===== src/rtl/cpu_test_harness_pkg.sv =====
// Shared constants for the FRANK6000 test sequencer: FSM encoding and status
// bit positions kept stable for a future register-map wrapper.
package cpu_test_harness_pkg;

  localparam int STATE_W = 3;

  localparam logic [STATE_W-1:0] ST_IDLE = 3'd0;
  localparam logic [STATE_W-1:0] ST_LOAD = 3'd1;
  localparam logic [STATE_W-1:0] ST_CRST = 3'd2;
  localparam logic [STATE_W-1:0] ST_RUN  = 3'd3;
  localparam logic [STATE_W-1:0] ST_DONE = 3'd4;

  localparam int STAT_BUSY_BIT    = 0;
  localparam int STAT_DONE_BIT    = 1;
  localparam int STAT_PASS_BIT    = 2;
  localparam int STAT_TIMEOUT_BIT = 3;

  // A new session may only be launched from a quiescent state.
  function automatic logic can_launch(input logic [STATE_W-1:0] st);
    return (st == ST_IDLE) || (st == ST_DONE);
  endfunction

endpackage


===== src/rtl/cpu_test_harness_if.sv =====
// Program-word stream into the harness: valid/data from the source, ready back.
interface cpu_test_harness_if #(
  parameter int INSTR_W = 16
);
  logic               prog_valid;
  logic [INSTR_W-1:0] prog_data;
  logic               prog_ready;

  modport master (output prog_valid, output prog_data, input prog_ready);
  modport slave  (input prog_valid, input prog_data, output prog_ready);
endinterface


===== src/rtl/cpu_prog_loader.sv =====
// Streams program words into the CPU instruction memory write port, one
// registered write per accepted word, and flags acceptance of the last word.
module cpu_prog_loader
  import cpu_test_harness_pkg::*;
#(
  parameter int ADDR_W  = 8,
  parameter int INSTR_W = 16
) (
  input  logic                i_clk,
  input  logic                i_rst,
  input  logic                i_start,
  input  logic [ADDR_W:0]     i_len,
  cpu_test_harness_if.slave   prog,
  output logic [ADDR_W-1:0]   o_instr_addr,
  output logic [INSTR_W-1:0]  o_instr,
  output logic                o_we,
  output logic                o_load_done
);

  logic [ADDR_W-1:0] addr_cnt;
  logic [ADDR_W:0]   last_idx;
  logic              ready_q;
  logic              accept;
  logic              last_word;

  assign accept          = prog.prog_valid & ready_q;
  // Compare one bit wider than the address so a full-depth load ends at the
  // top address instead of wrapping round for a second pass.
  assign last_word       = ({1'b0, addr_cnt} == last_idx);
  assign o_load_done     = accept & last_word;
  assign prog.prog_ready = ready_q;

  always_ff @(posedge i_clk or posedge i_rst) begin
    if (i_rst) begin
      ready_q      <= 1'b0;
      addr_cnt     <= '0;
      last_idx     <= '0;
      o_we         <= 1'b0;
      o_instr_addr <= '0;
      o_instr      <= '0;
    end else begin
      o_we <= 1'b0;
      if (i_start) begin
        ready_q  <= (i_len != '0);
        addr_cnt <= '0;
        last_idx <= i_len - 1'b1;
      end else if (accept) begin
        o_we         <= 1'b1;
        o_instr_addr <= addr_cnt;
        o_instr      <= prog.prog_data;
        addr_cnt     <= addr_cnt + 1'b1;
        if (last_word) ready_q <= 1'b0;
      end
    end
  end

endmodule


===== src/rtl/cpu_test_harness.sv =====
// On-chip self-test sequencer: load program, pulse CPU reset, run until the
// loop flag rises or the cycle budget expires, then report pass/timeout.
module cpu_test_harness
  import cpu_test_harness_pkg::*;
#(
  parameter int ADDR_W     = 8,
  parameter int INSTR_W    = 16,
  parameter int DATA_W     = 8,
  parameter int TIMEOUT_W  = 16,
  parameter int RST_CYCLES = 2
) (
  input  logic                 i_clk,
  input  logic                 i_rst,
  input  logic                 i_start,
  input  logic [ADDR_W:0]      i_prog_len,
  input  logic [TIMEOUT_W-1:0] i_timeout,
  input  logic [DATA_W-1:0]    i_expect,
  cpu_test_harness_if.slave    prog,
  output logic [ADDR_W-1:0]    o_instr_addr,
  output logic [INSTR_W-1:0]   o_instr,
  output logic                 o_we,
  output logic                 o_cpu_rst,
  output logic                 o_cpu_on,
  input  logic [DATA_W-1:0]    i_cpu_wreg,
  input  logic                 i_cpu_loopf,
  output logic                 o_busy,
  output logic                 o_done,
  output logic                 o_pass,
  output logic                 o_timeout,
  output logic [TIMEOUT_W-1:0] o_cycles,
  output logic [DATA_W-1:0]    o_wreg_final
);

  localparam int CRST_W = (RST_CYCLES > 1) ? $clog2(RST_CYCLES) : 1;
  localparam logic [CRST_W-1:0] CRST_LAST = CRST_W'(RST_CYCLES - 1);

  logic [STATE_W-1:0]   state_q;
  logic [TIMEOUT_W-1:0] timeout_q;
  logic [DATA_W-1:0]    expect_q;
  logic [CRST_W-1:0]    crst_cnt;
  logic                 prev_loopf;
  logic                 launch;
  logic                 load_done;
  logic [TIMEOUT_W-1:0] cnt_next;
  logic                 loopf_rise;
  logic                 hit_timeout;

  assign launch      = i_start & can_launch(state_q);
  // Saturate so an unbounded run never wraps back to a small count.
  assign cnt_next    = (&o_cycles) ? o_cycles : o_cycles + 1'b1;
  assign loopf_rise  = i_cpu_loopf & ~prev_loopf;
  assign hit_timeout = (timeout_q != '0) && (cnt_next == timeout_q);

  cpu_prog_loader #(
    .ADDR_W  (ADDR_W),
    .INSTR_W (INSTR_W)
  ) u_loader (
    .i_clk        (i_clk),
    .i_rst        (i_rst),
    .i_start      (launch),
    .i_len        (i_prog_len),
    .prog         (prog),
    .o_instr_addr (o_instr_addr),
    .o_instr      (o_instr),
    .o_we         (o_we),
    .o_load_done  (load_done)
  );

  always_ff @(posedge i_clk or posedge i_rst) begin
    if (i_rst) begin
      state_q      <= ST_IDLE;
      timeout_q    <= '0;
      expect_q     <= '0;
      crst_cnt     <= '0;
      prev_loopf   <= 1'b0;
      o_cpu_rst    <= 1'b1;
      o_cpu_on     <= 1'b0;
      o_busy       <= 1'b0;
      o_done       <= 1'b0;
      o_pass       <= 1'b0;
      o_timeout    <= 1'b0;
      o_cycles     <= '0;
      o_wreg_final <= '0;
    end else begin
      case (state_q)
        ST_IDLE, ST_DONE: begin
          if (launch) begin
            timeout_q    <= i_timeout;
            expect_q     <= i_expect;
            crst_cnt     <= '0;
            o_done       <= 1'b0;
            o_pass       <= 1'b0;
            o_timeout    <= 1'b0;
            o_cycles     <= '0;
            o_wreg_final <= '0;
            o_busy       <= 1'b1;
            o_cpu_on     <= 1'b0;
            o_cpu_rst    <= 1'b1;
            state_q      <= (i_prog_len != '0) ? ST_LOAD : ST_CRST;
          end
        end
        ST_LOAD: begin
          // The last word's write and the first reset-hold cycle coincide.
          if (load_done) begin
            crst_cnt <= '0;
            state_q  <= ST_CRST;
          end
        end
        ST_CRST: begin
          if (crst_cnt == CRST_LAST) begin
            o_cpu_rst  <= 1'b0;
            o_cpu_on   <= 1'b1;
            prev_loopf <= i_cpu_loopf;
            o_cycles   <= '0;
            state_q    <= ST_RUN;
          end else begin
            crst_cnt <= crst_cnt + 1'b1;
          end
        end
        ST_RUN: begin
          prev_loopf <= i_cpu_loopf;
          o_cycles   <= cnt_next;
          if (loopf_rise || hit_timeout) begin
            o_wreg_final <= i_cpu_wreg;
            o_pass       <= loopf_rise && (i_cpu_wreg == expect_q);
            o_timeout    <= ~loopf_rise;
            o_done       <= 1'b1;
            o_busy       <= 1'b0;
            o_cpu_on     <= 1'b0;
            o_cpu_rst    <= 1'b0;
            state_q      <= ST_DONE;
          end
        end
        default: state_q <= ST_IDLE;
      endcase
    end
  end

endmodule

===== src/flat_wrapper.sv =====
// flat-port wrapper written by rule: the top's interface ports become plain ports
module cpu_test_harness_flat import cpu_test_harness_pkg::*;
#(
  parameter int ADDR_W     = 8,
  parameter int INSTR_W    = 16,
  parameter int DATA_W     = 8,
  parameter int TIMEOUT_W  = 16,
  parameter int RST_CYCLES = 2
)
  (i_clk, i_rst, i_start, i_prog_len, i_timeout, i_expect, o_instr_addr, o_instr, o_we, o_cpu_rst, o_cpu_on, i_cpu_wreg, i_cpu_loopf, o_busy, o_done, o_pass, o_timeout, o_cycles, o_wreg_final, prog_prog_valid, prog_prog_data, prog_prog_ready);
  cpu_test_harness_if #(.INSTR_W(INSTR_W)) prog_i ();
  input  logic i_clk;
  input  logic i_rst;
  input  logic i_start;
  input  logic [ADDR_W:0] i_prog_len;
  input  logic [TIMEOUT_W-1:0] i_timeout;
  input  logic [DATA_W-1:0] i_expect;
  output logic [ADDR_W-1:0] o_instr_addr;
  output logic [INSTR_W-1:0] o_instr;
  output logic o_we;
  output logic o_cpu_rst;
  output logic o_cpu_on;
  input  logic [DATA_W-1:0] i_cpu_wreg;
  input  logic i_cpu_loopf;
  output logic o_busy;
  output logic o_done;
  output logic o_pass;
  output logic o_timeout;
  output logic [TIMEOUT_W-1:0] o_cycles;
  output logic [DATA_W-1:0] o_wreg_final;
  input wire logic [$bits(prog_i.prog_valid)-1:0] prog_prog_valid;
  input wire logic [$bits(prog_i.prog_data)-1:0] prog_prog_data;
  output wire logic [$bits(prog_i.prog_ready)-1:0] prog_prog_ready;
  assign prog_i.prog_valid = prog_prog_valid;
  assign prog_i.prog_data = prog_prog_data;
  assign prog_prog_ready = prog_i.prog_ready;
  cpu_test_harness #(.ADDR_W(ADDR_W), .INSTR_W(INSTR_W), .DATA_W(DATA_W), .TIMEOUT_W(TIMEOUT_W), .RST_CYCLES(RST_CYCLES)) u_core (.i_clk(i_clk), .i_rst(i_rst), .i_start(i_start), .i_prog_len(i_prog_len), .i_timeout(i_timeout), .i_expect(i_expect), .prog(prog_i), .o_instr_addr(o_instr_addr), .o_instr(o_instr), .o_we(o_we), .o_cpu_rst(o_cpu_rst), .o_cpu_on(o_cpu_on), .i_cpu_wreg(i_cpu_wreg), .i_cpu_loopf(i_cpu_loopf), .o_busy(o_busy), .o_done(o_done), .o_pass(o_pass), .o_timeout(o_timeout), .o_cycles(o_cycles), .o_wreg_final(o_wreg_final));
endmodule

===== config.mk =====
export PLATFORM = sky130hd
export DESIGN_NAME = cpu_test_harness_flat
export DESIGN_NICKNAME = d
export VERILOG_FILES = /design/src/rtl/cpu_test_harness_pkg.sv /design/src/rtl/cpu_test_harness_if.sv /design/src/rtl/cpu_prog_loader.sv /design/src/rtl/cpu_test_harness.sv /design/src/flat_wrapper.sv
export SDC_FILE = /design/constraint.sdc
export NUM_CORES = 1
export LEC_CHECK = 0
export BUFFER_PORTS_ARGS = -buffer_cell sky130_fd_sc_hd__clkbuf_2
export CORE_ASPECT_RATIO = 1.1
export CORE_MARGIN = 2
export CORE_UTILIZATION = 32
export DETAILED_ROUTE_END_ITERATION = 10
export GPL_TIMING_DRIVEN = 0
export PLACE_DENSITY = 0.55
export SLEW_MARGIN = 20
export SYNTH_ARGS = -nofsm -noshare
export SYNTH_HDL_FRONTEND = slang
export SYNTH_HIERARCHICAL = 1
export SYNTH_SLANG_ARGS = --single-unit

===== constraint.sdc =====
create_clock -name i_clk -period 2.65 [get_ports i_clk]
set_clock_uncertainty 0.2 [all_clocks]
set_input_delay 0.3975 -clock i_clk [delete_from_list [all_inputs] [get_ports i_clk]]
set_output_delay 0.3975 -clock i_clk [all_outputs]
set_load 0.005 [all_outputs]

* Yosys cells after proc, flatten, opt, wreduce, memory -nomap -nowiden
Index checks and enable logic that the tools add are counted.
** Operators by class
- Reduce and logical (&&, ||, !) cells :: 24
- Multiplexer cells :: 39
- $add $sub $neg :: 4
- Bitwise operators :: 7
- Equality and inequality tests :: 11
** Operator list (count)
- two-way mux 16 bit :: 3
- one-hot mux 16 bit (3 select lines) :: 1
- two-way mux 8 bit :: 4
- adder 16 x 1 -> 16 bit (second input constant) :: 1
- equality test 16 bit :: 1
- two-way mux 1 bit :: 16
- one-hot mux 8 bit (2 select lines) :: 1
- AND reduction 16 bit :: 1
- nonzero test 16 bit :: 1
- two-way mux 3 bit :: 4
- one-hot mux 3 bit (4 select lines) :: 1
- one-hot mux 1 bit (2 select lines) :: 5
- equality test 8 x 9 -> 1 bit :: 1
- one-hot mux 1 bit (3 select lines) :: 3
- AND reduction 3 bit :: 3
- nonzero test 9 bit :: 1
- subtractor 9 x 1 -> 9 bit (second input constant) :: 1
- adder 8 x 1 -> 8 bit (second input constant) :: 1
- equality test 8 bit :: 1
- inequality test 2 x 1 -> 1 bit (second input constant) :: 4
- AND reduction 2 bit :: 4
- AND reduction 4 bit :: 2
- nonzero test 2 bit :: 4
- equality test 3 x 2 -> 1 bit (second input constant) :: 2
- 11 further kinds :: 19
** Storage, ports and cells
- Input port bits :: 62
- Output and inout port bits :: 56
- Register bits after elaboration :: 102
- Word-level logic and storage cells :: 104

* Longest topological paths before layout
- Depth after elaboration :: 7
- Gate-level depth with buffers :: 11
- Depth with buffers taken out :: 9

* Hierarchy
The synthesis kept the hierarchy.
** Modules (own cells, without submodules)
- cpu_test_harness :: area each 3582.2 um^2, cells each 415, instances 1, seq. area each 1477.7 um^2
- cpu_prog_loader :: area each 1893.1 um^2, cells each 206, instances 1, seq. area each 1076.0 um^2

* Least setup slack after synthesis
OpenSTA, ideal clock, no wires.
- Kind :: register to register
- Start :: register u_core.o_cycles[0]
- End :: register u_core.o_cpu_rst
- Slack :: -264 ps
- Library setup time :: 84 ps
- Arrival :: 2630 ps
- Period minus slack after synthesis :: 2914 ps
- Stages on the path, launching flop included :: 10
- Required time :: 2366 ps
- Path buffers :: 0
- Cells stage by stage :: dfrtp_1 ha_1 nand3_1 or4_1 nand3_1 xor2_1 nor4_4 and2_1 nand2_4 a221o_1
** Between the ends
- Cells in the longest elaborated chain, start to end :: 7
- Elaborated cells on any way between the ends :: 8
- Classes of those cells :: 1 x add/sub; 2 x eq/ne; 1 x mux; 4 x reduce/logical
** Ends and longest elaborated chain
- start: declaration :: line cpu_test_harness.sv:30 : output logic [TIMEOUT_W-1:0] o_cycles,
- start signal: assignment :: line cpu_test_harness.sv:122 : o_cycles <= cnt_next;
- adder 16 x 1 -> 16 bit or AND reduction 16 bit (tied branches) :: line cpu_test_harness.sv:50 : assign cnt_next = (&o_cycles) ? o_cycles : o_cycles + 1'b1;
- two-way mux 16 bit (*) :: line cpu_test_harness.sv:50
- equality test 16 bit (*) :: line cpu_test_harness.sv:52 : assign hit_timeout = (timeout_q != '0) && (cnt_next == timeout_q);
- logical AND 1 bit (*) :: line cpu_test_harness.sv:52
- logical OR 1 bit (*) :: line cpu_test_harness.sv:123 : if (loopf_rise || hit_timeout) begin
- inequality test 2 x 1 -> 1 bit (no line) (*)
- AND reduction 4 bit (no line) (*)
- end signal: assignment :: line cpu_test_harness.sv:76 : o_cpu_rst <= 1'b1;
- end signal: assignment :: line cpu_test_harness.sv:111 : o_cpu_rst <= 1'b0;
- end signal: assignment :: line cpu_test_harness.sv:130 : o_cpu_rst <= 1'b0;
- end: declaration :: line cpu_test_harness.sv:22 : output logic o_cpu_rst,
Every way passes the cells marked *; elsewhere a longest branch is shown, timed or not.
A chain may end at the register's enable or synchronous reset.

* Worst setup path in the final report
- Start :: register u_core.o_cycles[5]
- End :: register u_core.o_busy
** Between the ends
- Cells in the longest elaborated chain, start to end :: 7
- Elaborated cells on any way between the ends :: 8
- Classes of those cells :: 1 x add/sub; 2 x eq/ne; 1 x mux; 4 x reduce/logical
** Ends and longest elaborated chain
- adder 16 x 1 -> 16 bit or AND reduction 16 bit (tied branches) :: line cpu_test_harness.sv:50
- two-way mux 16 bit (*) :: line cpu_test_harness.sv:50
- equality test 16 bit (*) :: line cpu_test_harness.sv:52
- logical AND 1 bit (*) :: line cpu_test_harness.sv:52
- logical OR 1 bit (*) :: line cpu_test_harness.sv:123
- inequality test 2 x 1 -> 1 bit (no line) (*)
- AND reduction 3 bit (no line) (*)
- end signal: assignment :: line cpu_test_harness.sv:78 : o_busy <= 1'b0;
- end signal: assignment :: line cpu_test_harness.sv:96 : o_busy <= 1'b1;
- end signal: assignment :: line cpu_test_harness.sv:128 : o_busy <= 1'b0;
- end: declaration :: line cpu_test_harness.sv:26 : output logic o_busy,
Marks and branches as above.

==> impl_metrics.json <==
{
  "cts_buffer_depth": 2,
  "grt_max_degree": 31,
  "numCtsBuffers": 9,
  "syn2layout_area_growth_pct": 32.1,
  "critPathCaptureType": "flop",
  "crit_fanout": 5,
  "hpwl_um": 11700,
  "synth_edf_count": 0,
  "synth_top_area_share": 0.462,
  "ys_warn_count": 6,
  "num_vias": 5147,
  "ant_nets": 0,
  "rows": 50,
  "synth.area.mux_share": 0.00571,
  "fin_ws_ps": -253,
  "grt_pass1_vias": 4990,
  "ir_drop_mv": 0.445,
  "synth_area_um2": 5480,
  "arrival_ps": 2930,
  "dieHeight_um": 141,
  "yosysTopAreaCell": "dfrtp_1",
  "critPathLaunchType": "flop",
  "hold_class": "input pin to flop",
  "layout_common_cells": "nand2_1, clkbuf_2, dfrtp_1, buf_4, o21ai_0",
  "worst-setup-path-type": "flop to flop",
  "syn_nets": 686,
  "synthCells": 621,
  "timing.final.crit_share": 1.10,
  "avgSynthCellArea_um2": 8.82,
  "p_per_area_nw_per_um2": 816,
  "cts_tree": "done",
  "place.gp.congestion": 0.860,
  "synth_ff_type": "dfrtp_1",
  "async_flop_share": 1.00,
  "core_um2": 16900,
  "initial_core_util": 0.324,
  "setup_viol": 17,
  "clk_pin_slew_ps": 90,
  "cts-root-buf": "clkbuf_16",
  "p_leak_nw": 3.48,
  "htreeDepth": 3,
  "tightest_slew_ps": 659,
  "nets": 853,
  "synthXorXnorAreaFrac": 0.0752,
  "synth_compound_area_frac": 0.129,
  "die_area_um2": 18200,
  "gr-usage-all-layers": 0.187,
  "grt-ovfl-total": 0,
  "rsz0062_at_grt": "yes",
  "cap_violations": 0,
  "portBuffers": 117,
  "synth_fa_ha_area_frac": 0.00686,
  "fillers": 1698,
  "synth-seq-cells": 102,
  "die_w_um": 129,
  "rrSetupSlack_ps": -250,
  "clk_latency_ps": 370,
  "grt_pass1_wl_um": 26700,
  "io_pins": 118,
  "outcome": "complete, but fails checks",
  "relSlewSlack": 0.557,
  "fmaxAchievable_ghz": 0.345,
  "worst_ep_required_time_ps": 2680,
  "maxSlewViolCount": 0,
  "yosysSeqAreaShare": 0.466,
  "drc": 0,
  "timing.hold.ws_ps": 15.0,
  "synth_area_leaders": "dfrtp_1, nand2_1, xnor2_1",
  "place_ws_ps": -611,
  "routed_wl_um": 16600,
  "drive_gt1_frac": 0.317,
  "first_iter_violations": 276,
  "antenna_found_initial": 0,
  "violations": "setup timing",
  "finalSetupTns_ps": -3630,
  "avgRoutedWirePerCell_um": 16.6,
  "num_antenna_cells": 0,
  "synth_top_family_by_area": "simple AND/OR/NAND/NOR gates",
  "synthSimpleGateAreaFrac": 0.280,
  "avgViaCountPerCell": 5.14,
  "dr.pass1.iters": 6,
  "synth_cell_type_count": 67,
  "final_common_cell": "nand2_1",
  "cts_num_sinks": 102,
  "fin_crit_ps": 2900,
  "hold_viol": 0
}
==> cell type report <==
type / instances / area, um2 / share of cell area
Multi-Input combinational cell: 473 / 2890 / 0.400
Sequential cell: 102 / 2560 / 0.354
Timing Repair Buffer: 157 / 937 / 0.130
Tap cell: 208 / 260 / 0.0360
Clock buffer: 9 / 225 / 0.0311
Buffer: 33 / 213 / 0.0294
Clock inverter: 7 / 91.3 / 0.0126
Inverter: 12 / 51.3 / 0.00709
==> cell families (layout without fill, tap and decap cells) <==
| group | count (synthesis) | count (layout) |
|---|---|---|
| and+or+nand+nor | 312 | 312 |
| adders and majority gates | 3 | 3 |
| DFF | 102 | 102 |
| xor gates and xnor gates | 47 | 47 |
| muxes | 3 | 3 |
| buffers and inverters | 46 | 218 |
| AOI/OAI and AO/OA | 108 | 108 |
==> sequential cells by signal (all words and copies together) (netlist names), 3 cells and up <==
name / cells
u_core/timeout_q: 16
u_core/o_wreg_final: 8
u_core/u_loader/o_instr: 16
u_core/state_q: 3
u_core/u_loader/last_idx: 9
u_core/o_cycles: 16
u_core/expect_q: 8
u_core/u_loader/addr_cnt: 8
u_core/u_loader/o_instr_addr: 8
==> power by group <==
group	leakage [nW]	switching, mW	internal, mW
clock	0.155	0.729	0.692
combinational	2.04	1.08	0.887
sequential	1.29	0.456	2.06
==> routing by layer <==
| layer | track usage | share of wire |
|---|---|---|
| met5 | 0 | 0 |
| met3 | 0.0338 | 0.057 |
| met2 | 0.305 | 0.48 |
| met1 | 0.248 | 0.43 |
| met4 | 0.0721 | 0.028 |
==> cells in the mapped netlist (11+ instances only) <==
cell / count
and4_1: 13
o21ai_0: 32
nand2_1: 179
nand4_1: 12
xor2_1: 16
dfrtp_1: 101
nand3_1: 22
buf_2: 11
clkbuf_1: 17
o21ai_1: 12
a21oi_1: 23
nor2_1: 25
xnor2_1: 31
==> final timing paths <==
kind / start / end / depth (start not counted)
hold / removal: prog_prog_data[1] / u_core/u_loader/o_instr[1] / 3
setup / recovery: u_core/o_cycles[5] / u_core/o_busy / 11
min in group asynchronous: i_rst / u_core/u_loader/o_instr[12] / 3
max in group asynchronous: i_rst / u_core/o_cpu_rst / 4
setup reg to reg: u_core/o_cycles[5] / u_core/o_busy / 11
hold reg to reg: u_core/u_loader/o_instr[7] / u_core/u_loader/o_instr[7] / 2
==> repair_timing <==
item	CTS	global route
buffers inserted	30	6
hold buffers	1	0
gates cloned	1	0
pin swaps	19	5
setup endpoints to repair	65	69
gates resized for setup	36	20
endpoints found under the hold margin	43	0
==> critical path: stages, from the launching register on <==
cell and delay (ps):
dfrtp_1 370, buf_6 130, nand4_4 140, buf_6 150
nor3_4 210, mux2i_2 320, a2bb2oi_1 180, nand4_1 200
a2111oi_4 390, and4_4 310, buf_6 120, o21ai_2 50
==> through the flow <==
stage / instance area [um2] / cells / total power, mW / util
final: 7230 / 1001 / 5.90 / 0.428
after global routing: 7230 / 1001 / 6.30 / 0.428
after floorplan: 5560 / 621 / 3.63 / -
after CTS: 7130 / 996 / 5.90 / 0.422
after detailed placement: 6450 / 948 / 4.35 / 0.382
after global placement: 6400 / 946 / 4.32 / 0.379
Power figures use the tool's default switching activity.
